File: src/rtl/systolic_tile_controller.sv
// systolic_tile_controller: weight-load / wavefront-compute / result-drain sequencer for one tile pass.
// Optional macro STALL_COUNT_EN adds stall_cycles, counting drain beats refused by writeback.
module systolic_tile_controller #(
    parameter int MATRIX_SIZE  = 2,
    parameter int STAGE_CYCLES = 4
) (
    input  logic                           clk,
    input  logic                           reset_n,
    input  logic                           en,
    input  logic                           start,
    input  logic                           abort,
    output logic                           busy,
    output logic [MATRIX_SIZE-1:0]         load_weight,
    output logic [$clog2(MATRIX_SIZE)-1:0] w_row,
    output logic [MATRIX_SIZE-1:0]         enable_mult,
    output logic                           out_valid,
    output logic [$clog2(MATRIX_SIZE)-1:0] out_row,
    input  logic                           out_ready,
`ifdef STALL_COUNT_EN
    output logic [15:0]                    stall_cycles,
`endif
    output logic                           done
);
    localparam int N  = MATRIX_SIZE;
    localparam int RW = $clog2(N);
    localparam int CW = $clog2((2*N-1)*STAGE_CYCLES+1);
    localparam int SW = STAGE_CYCLES > 1 ? $clog2(STAGE_CYCLES) : 1;
    localparam logic [2:0] S_IDLE    = 3'd0;
    localparam logic [2:0] S_LOAD    = 3'd1;
    localparam logic [2:0] S_COMPUTE = 3'd2;
    localparam logic [2:0] S_DRAIN   = 3'd3;
    localparam logic [2:0] S_DONE    = 3'd4;

    logic [2:0]    state_q, state_d;
    logic [SW-1:0] sub_q, sub_d;
    logic [CW-1:0] step_q, step_d;
    logic          busy_q, busy_d, out_valid_q, out_valid_d, done_q, done_d;
    logic [N-1:0]  load_weight_q, load_weight_d, enable_mult_q, enable_mult_d;
    logic [RW-1:0] w_row_q, w_row_d, out_row_q, out_row_d;
`ifdef STALL_COUNT_EN
    logic [15:0]   stall_q, stall_d;
    assign stall_cycles = stall_q;
`endif

    assign busy        = busy_q;
    assign load_weight = load_weight_q;
    assign w_row       = w_row_q;
    assign enable_mult = enable_mult_q;
    assign out_valid   = out_valid_q;
    assign out_row     = out_row_q;
    assign done        = done_q;

    // Row i (bit N-1-i) is active for steps i..i+N-1, so the wavefront enters at the MSB.
    function automatic logic [N-1:0] wave(input logic [CW-1:0] k);
        logic [N-1:0] m;
        m = '0;
        for (int i = 0; i < N; i++) m[N-1-i] = int'(k) >= i && int'(k) <= i + N - 1;
        return m;
    endfunction

    always_comb begin
        state_d       = state_q;
        sub_d         = sub_q;
        step_d        = step_q;
        busy_d        = busy_q;
        load_weight_d = load_weight_q;
        w_row_d       = w_row_q;
        enable_mult_d = enable_mult_q;
        out_valid_d   = out_valid_q;
        out_row_d     = out_row_q;
        done_d        = done_q;
`ifdef STALL_COUNT_EN
        stall_d       = stall_q;
`endif
        if (abort) begin
            state_d       = S_IDLE;
            sub_d         = '0;
            step_d        = '0;
            busy_d        = 1'b0;
            load_weight_d = '0;
            w_row_d       = '0;
            enable_mult_d = '0;
            out_valid_d   = 1'b0;
            out_row_d     = '0;
            done_d        = 1'b0;
        end else if (en) begin
            case (state_q)
                S_IDLE: if (start) begin
                    state_d       = S_LOAD;
                    busy_d        = 1'b1;
                    load_weight_d = '1;
                    w_row_d       = '0;
`ifdef STALL_COUNT_EN
                    stall_d       = '0;
`endif
                end
                S_LOAD: if (w_row_q == RW'(N-1)) begin
                    state_d       = S_COMPUTE;
                    load_weight_d = '0;
                    w_row_d       = '0;
                    sub_d         = '0;
                    step_d        = '0;
                    enable_mult_d = wave('0);
                end else begin
                    w_row_d = w_row_q + 1'b1;
                end
                S_COMPUTE: if (sub_q == SW'(STAGE_CYCLES-1)) begin
                    sub_d = '0;
                    if (step_q == CW'(2*N-2)) begin
                        state_d       = S_DRAIN;
                        step_d        = '0;
                        enable_mult_d = '0;
                        out_valid_d   = 1'b1;
                        out_row_d     = '0;
                    end else begin
                        step_d        = step_q + 1'b1;
                        enable_mult_d = wave(step_q + 1'b1);
                    end
                end else begin
                    sub_d = sub_q + 1'b1;
                end
                S_DRAIN: if (out_ready) begin
                    if (out_row_q == RW'(N-1)) begin
                        state_d     = S_DONE;
                        out_valid_d = 1'b0;
                        out_row_d   = '0;
                        done_d      = 1'b1;
                    end else begin
                        out_row_d = out_row_q + 1'b1;
                    end
                end else begin
`ifdef STALL_COUNT_EN
                    stall_d = stall_q == 16'hFFFF ? stall_q : stall_q + 16'd1;
`endif
                end
                S_DONE: begin
                    state_d = S_IDLE;
                    busy_d  = 1'b0;
                    done_d  = 1'b0;
                end
                default: state_d = S_IDLE;
            endcase
        end
    end

    always_ff @(posedge clk or negedge reset_n) begin
        if (!reset_n) begin
            state_q       <= S_IDLE;
            sub_q         <= '0;
            step_q        <= '0;
            busy_q        <= 1'b0;
            load_weight_q <= '0;
            w_row_q       <= '0;
            enable_mult_q <= '0;
            out_valid_q   <= 1'b0;
            out_row_q     <= '0;
            done_q        <= 1'b0;
`ifdef STALL_COUNT_EN
            stall_q       <= '0;
`endif
        end else begin
            state_q       <= state_d;
            sub_q         <= sub_d;
            step_q        <= step_d;
            busy_q        <= busy_d;
            load_weight_q <= load_weight_d;
            w_row_q       <= w_row_d;
            enable_mult_q <= enable_mult_d;
            out_valid_q   <= out_valid_d;
            out_row_q     <= out_row_d;
            done_q        <= done_d;
`ifdef STALL_COUNT_EN
            stall_q       <= stall_d;
`endif
        end
    end
endmodule

File: config.mk
export PLATFORM = sky130hd
export DESIGN_NAME = systolic_tile_controller
export DESIGN_NICKNAME = d
export VERILOG_FILES = /design/src/rtl/systolic_tile_controller.sv
export SDC_FILE = /design/constraint.sdc
export NUM_CORES = 1
export LEC_CHECK = 0
export ABC_AREA = 1
export CORE_UTILIZATION = 30
export DETAILED_ROUTE_END_ITERATION = 8
export DONT_BUFFER_PORTS = 1
export GPL_TIMING_DRIVEN = 0
export SYNTH_ARGS = -nofsm -noshare
export SYNTH_HDL_FRONTEND = slang
export SYNTH_SLANG_ARGS = --single-unit
File: constraint.sdc
create_clock -name clk -period 2.71 [get_ports clk]
set_input_delay 0.271 -clock clk [delete_from_list [all_inputs] [get_ports clk]]
set_output_delay 0.271 -clock clk [all_outputs]
set_load 0.03 [all_outputs]
==> results.ini <==
[outcome]
status = finished clean

[synthesis]
synth_top_area_cell = dfrtp_1
yosys.area_share.adder_pct = 5.05
yosys.cell_types.count = 25
synth.area.top_cells = dfrtp_1 34%, nand2_1 15%, nor2_4 5.4%
syn_nets = 169
synthMuxAreaShare_pct = 0
synth_top_family_by_area = simple AND/OR/NAND/NOR gates
synth-simple-area-share_pct = 45.4
synthCells = 158
syn_area_sq_um = 1240
synthXorXnorAreaFrac_pct = 0.706
ys_warn_count = 0
synth_ff_type = dfrtp_1
synth_top_area_share_pct = 34.3
synthMostInstantiatedCell = nand2_1
yosysSeqAreaShare_pct = 34.3
avgSynthCellArea_sq_um = 7.85
synth_seq_cells = 17
synth_edf_count = 0
ys_top_cells_by_count = 48 x nand2_1, 17 x dfrtp_1, 12 x nand3_1
synth-compound-area-share_pct = 5.25
async_flop_share_pct = 100

[final_layout]
multi_input_area_sq_um = 699
register_area_sq_um = 425
nFillCells = 437
area_growth_pct = 9.59
n_antenna_cell = 0
design_area_sq_um = 1360
drive_gt1_share_pct = 22.1
fin_nets = 175

[die]
rows = 23
die_w_um = 66.3
num_io_pins = 15
die_h_um = 66.3
core-area_sq_um = 3970
start_util_pct = 31.2
die_area_sq_um = 4390

[timing]
fin_crit_sh_pct = 54.3
finClkSkew_ps = 3.32
fin_setup_tns_ps = 0
relSlewSlack_pct = 47.0
final-setup-viol-count = 0
fmax_mhz = 679
worst-slew-pin-transition_ps = 792
period_needed_ps = 1470
rsz0062_at_grt = no
final-hold-violation-count = 0
slew_viol_final = 0

[power_and_ir_drop]
irDropWorstVdd_mv = 0.239
p_total_mw = 1.20
pwr_density_cell_nw_per_um2 = 885
p_leak_nw = 0.695

[cts]
ctsResizeCount = 0
cts-root-buf = clkbuf_8
cts_tree = built
insertion_delay_ps = 260
post_cts_buffers = 0
clk_pin_slew_ps = 70
clk_path_buf_depth = 2
cts_hold_buf = 1
cts_buffers = 3
cts.sinks = 17
cts-htree-levels = 1

[worst_setup_path]
critPathKind = reg2reg
end_kind = register
cp.required_ps = 2910
cp.arrival_ps = 1670
critPathMaxFanout = 6
startpoint_type = register

[min_path]
hp-class = in2reg

[grt]
grt_pass1_wl_mm = 4.37
antenna_found_initial = 0
grt.overflow.total = 0
grtUsageTotal_pct = 13.1
grt_max_degree = 18
grt_pass1_vias = 983

[detailed_routing]
drt_pre_antenna_iters = 4
drt_iter0_markers = 34
wirelength_mm = 2.44
avgViaCountPerCell = 4.62
antenna_left = 0
drc = 0
drt-wirelength-per-cell_um = 11.5
vias = 985

[placement]
gp_congestion = 0.757
io_buffers = 0
dpl_cell_area_sq_um = 1300
place_hpwl_mm = 1.90

[flow_run]
drv_cap = 0

[power by group]
group,internal [mW],total [mW],switching [mW],leakage [nW]
registers,0.319,0.457,0.137,0.228
clock network,0.102,0.193,0.0912,0.0255
logic,0.198,0.552,0.354,0.442
[worst paths after layout]
| kind | start | to | slack (ps) | cells after the start |
|---|---|---|---|---|
| max | step_q[0] | enable_mult[0] | 1240 | 9 |
| min | en | busy | 320 | 3 |
| max reg2reg | step_q[0] | enable_mult[0] | 1240 | 9 |
| min reg2reg | sub_q[1] | sub_q[1] | 520 | 2 |
| max in group asynchronous | reset_n | w_row | 1670 | 1 |
| min in group asynchronous | reset_n | step_q[0] | 540 | 1 |
[cells in the final DEF (no fill, tap or decap), drive strengths merged, types with 3 or more instances in the layout]
cell	Yosys	final
nand2	55	55
nor2	22	22
dfrtp	17	17
inv	16	16
nand3	15	15
o21ai	11	11
ha	5	5
buf	5	5
nand4	4	4
nand3b	3	3
clkbuf	0	3
[registers in the layout, indices dropped and copies added (netlist names)]
signal / count
sub_q: 2
step_q: 4
w_row: 1
out_valid: 1
enable_mult: 2
load_weight: 1
out_row: 1
busy: 1
state_q: 3
done: 1
[metal layers]
metal	part of all wire, %	up-vias	wire length [um]	track usage, %
met2	45	15	1100	21.0
met1	48	454	1180	17.0
met4	0.74	0	18	2.39
met3	5.7	2	138	4.66
li1	-	514	-	-
met5	0	-	0	0
[cell families (layout without fill, tap and decap cells)]
logic type	after synthesis	count (layout)
and+or+nand+nor	101	101
adders and majority gates	5	5
xor gates and xnor gates	1	1
buffers and inverters	21	26
DFF	17	17
AOI/OAI and AO/OA	13	13
[layout make-up]
type	instances	share of cell area, %
multi-input combinational	120	51.5
tap	50	4.60
clock inverter	1	0.368
inverter	16	4.60
buffer	5	3.87
timing repair buffer	1	0.737
sequential	17	31.3
clock buffer	3	3.04
[stage by stage]
| stage | setup WS (ps) | hold slack, ps | instances | utilization, % |
|---|---|---|---|---|
| 2_1_floorplan | 1430 | -24.6 | 158 | - |
| 3_3_place_gp | 1250 | -24.3 | 208 | 32.8 |
| 3_5_place_dp | 1250 | -24.2 | 208 | 32.8 |
| 4_1_cts | 1220 | 326 | 213 | 34.2 |
| 5_1_grt | 1050 | 359 | 213 | 34.2 |
| 6_report | 1240 | 318 | 213 | 34.2 |
[worst max-delay path, cell delays in order (launching register included)]
cell and delay, ps:
dfrtp_1 450, inv_1 110, ha_1 220, nand2_1 100
inv_2 60, nor2_4 170, nand2_1 70, nor2_1 110
nand2_1 60, nand2_1 60
(Power assumes the default switching activity.)
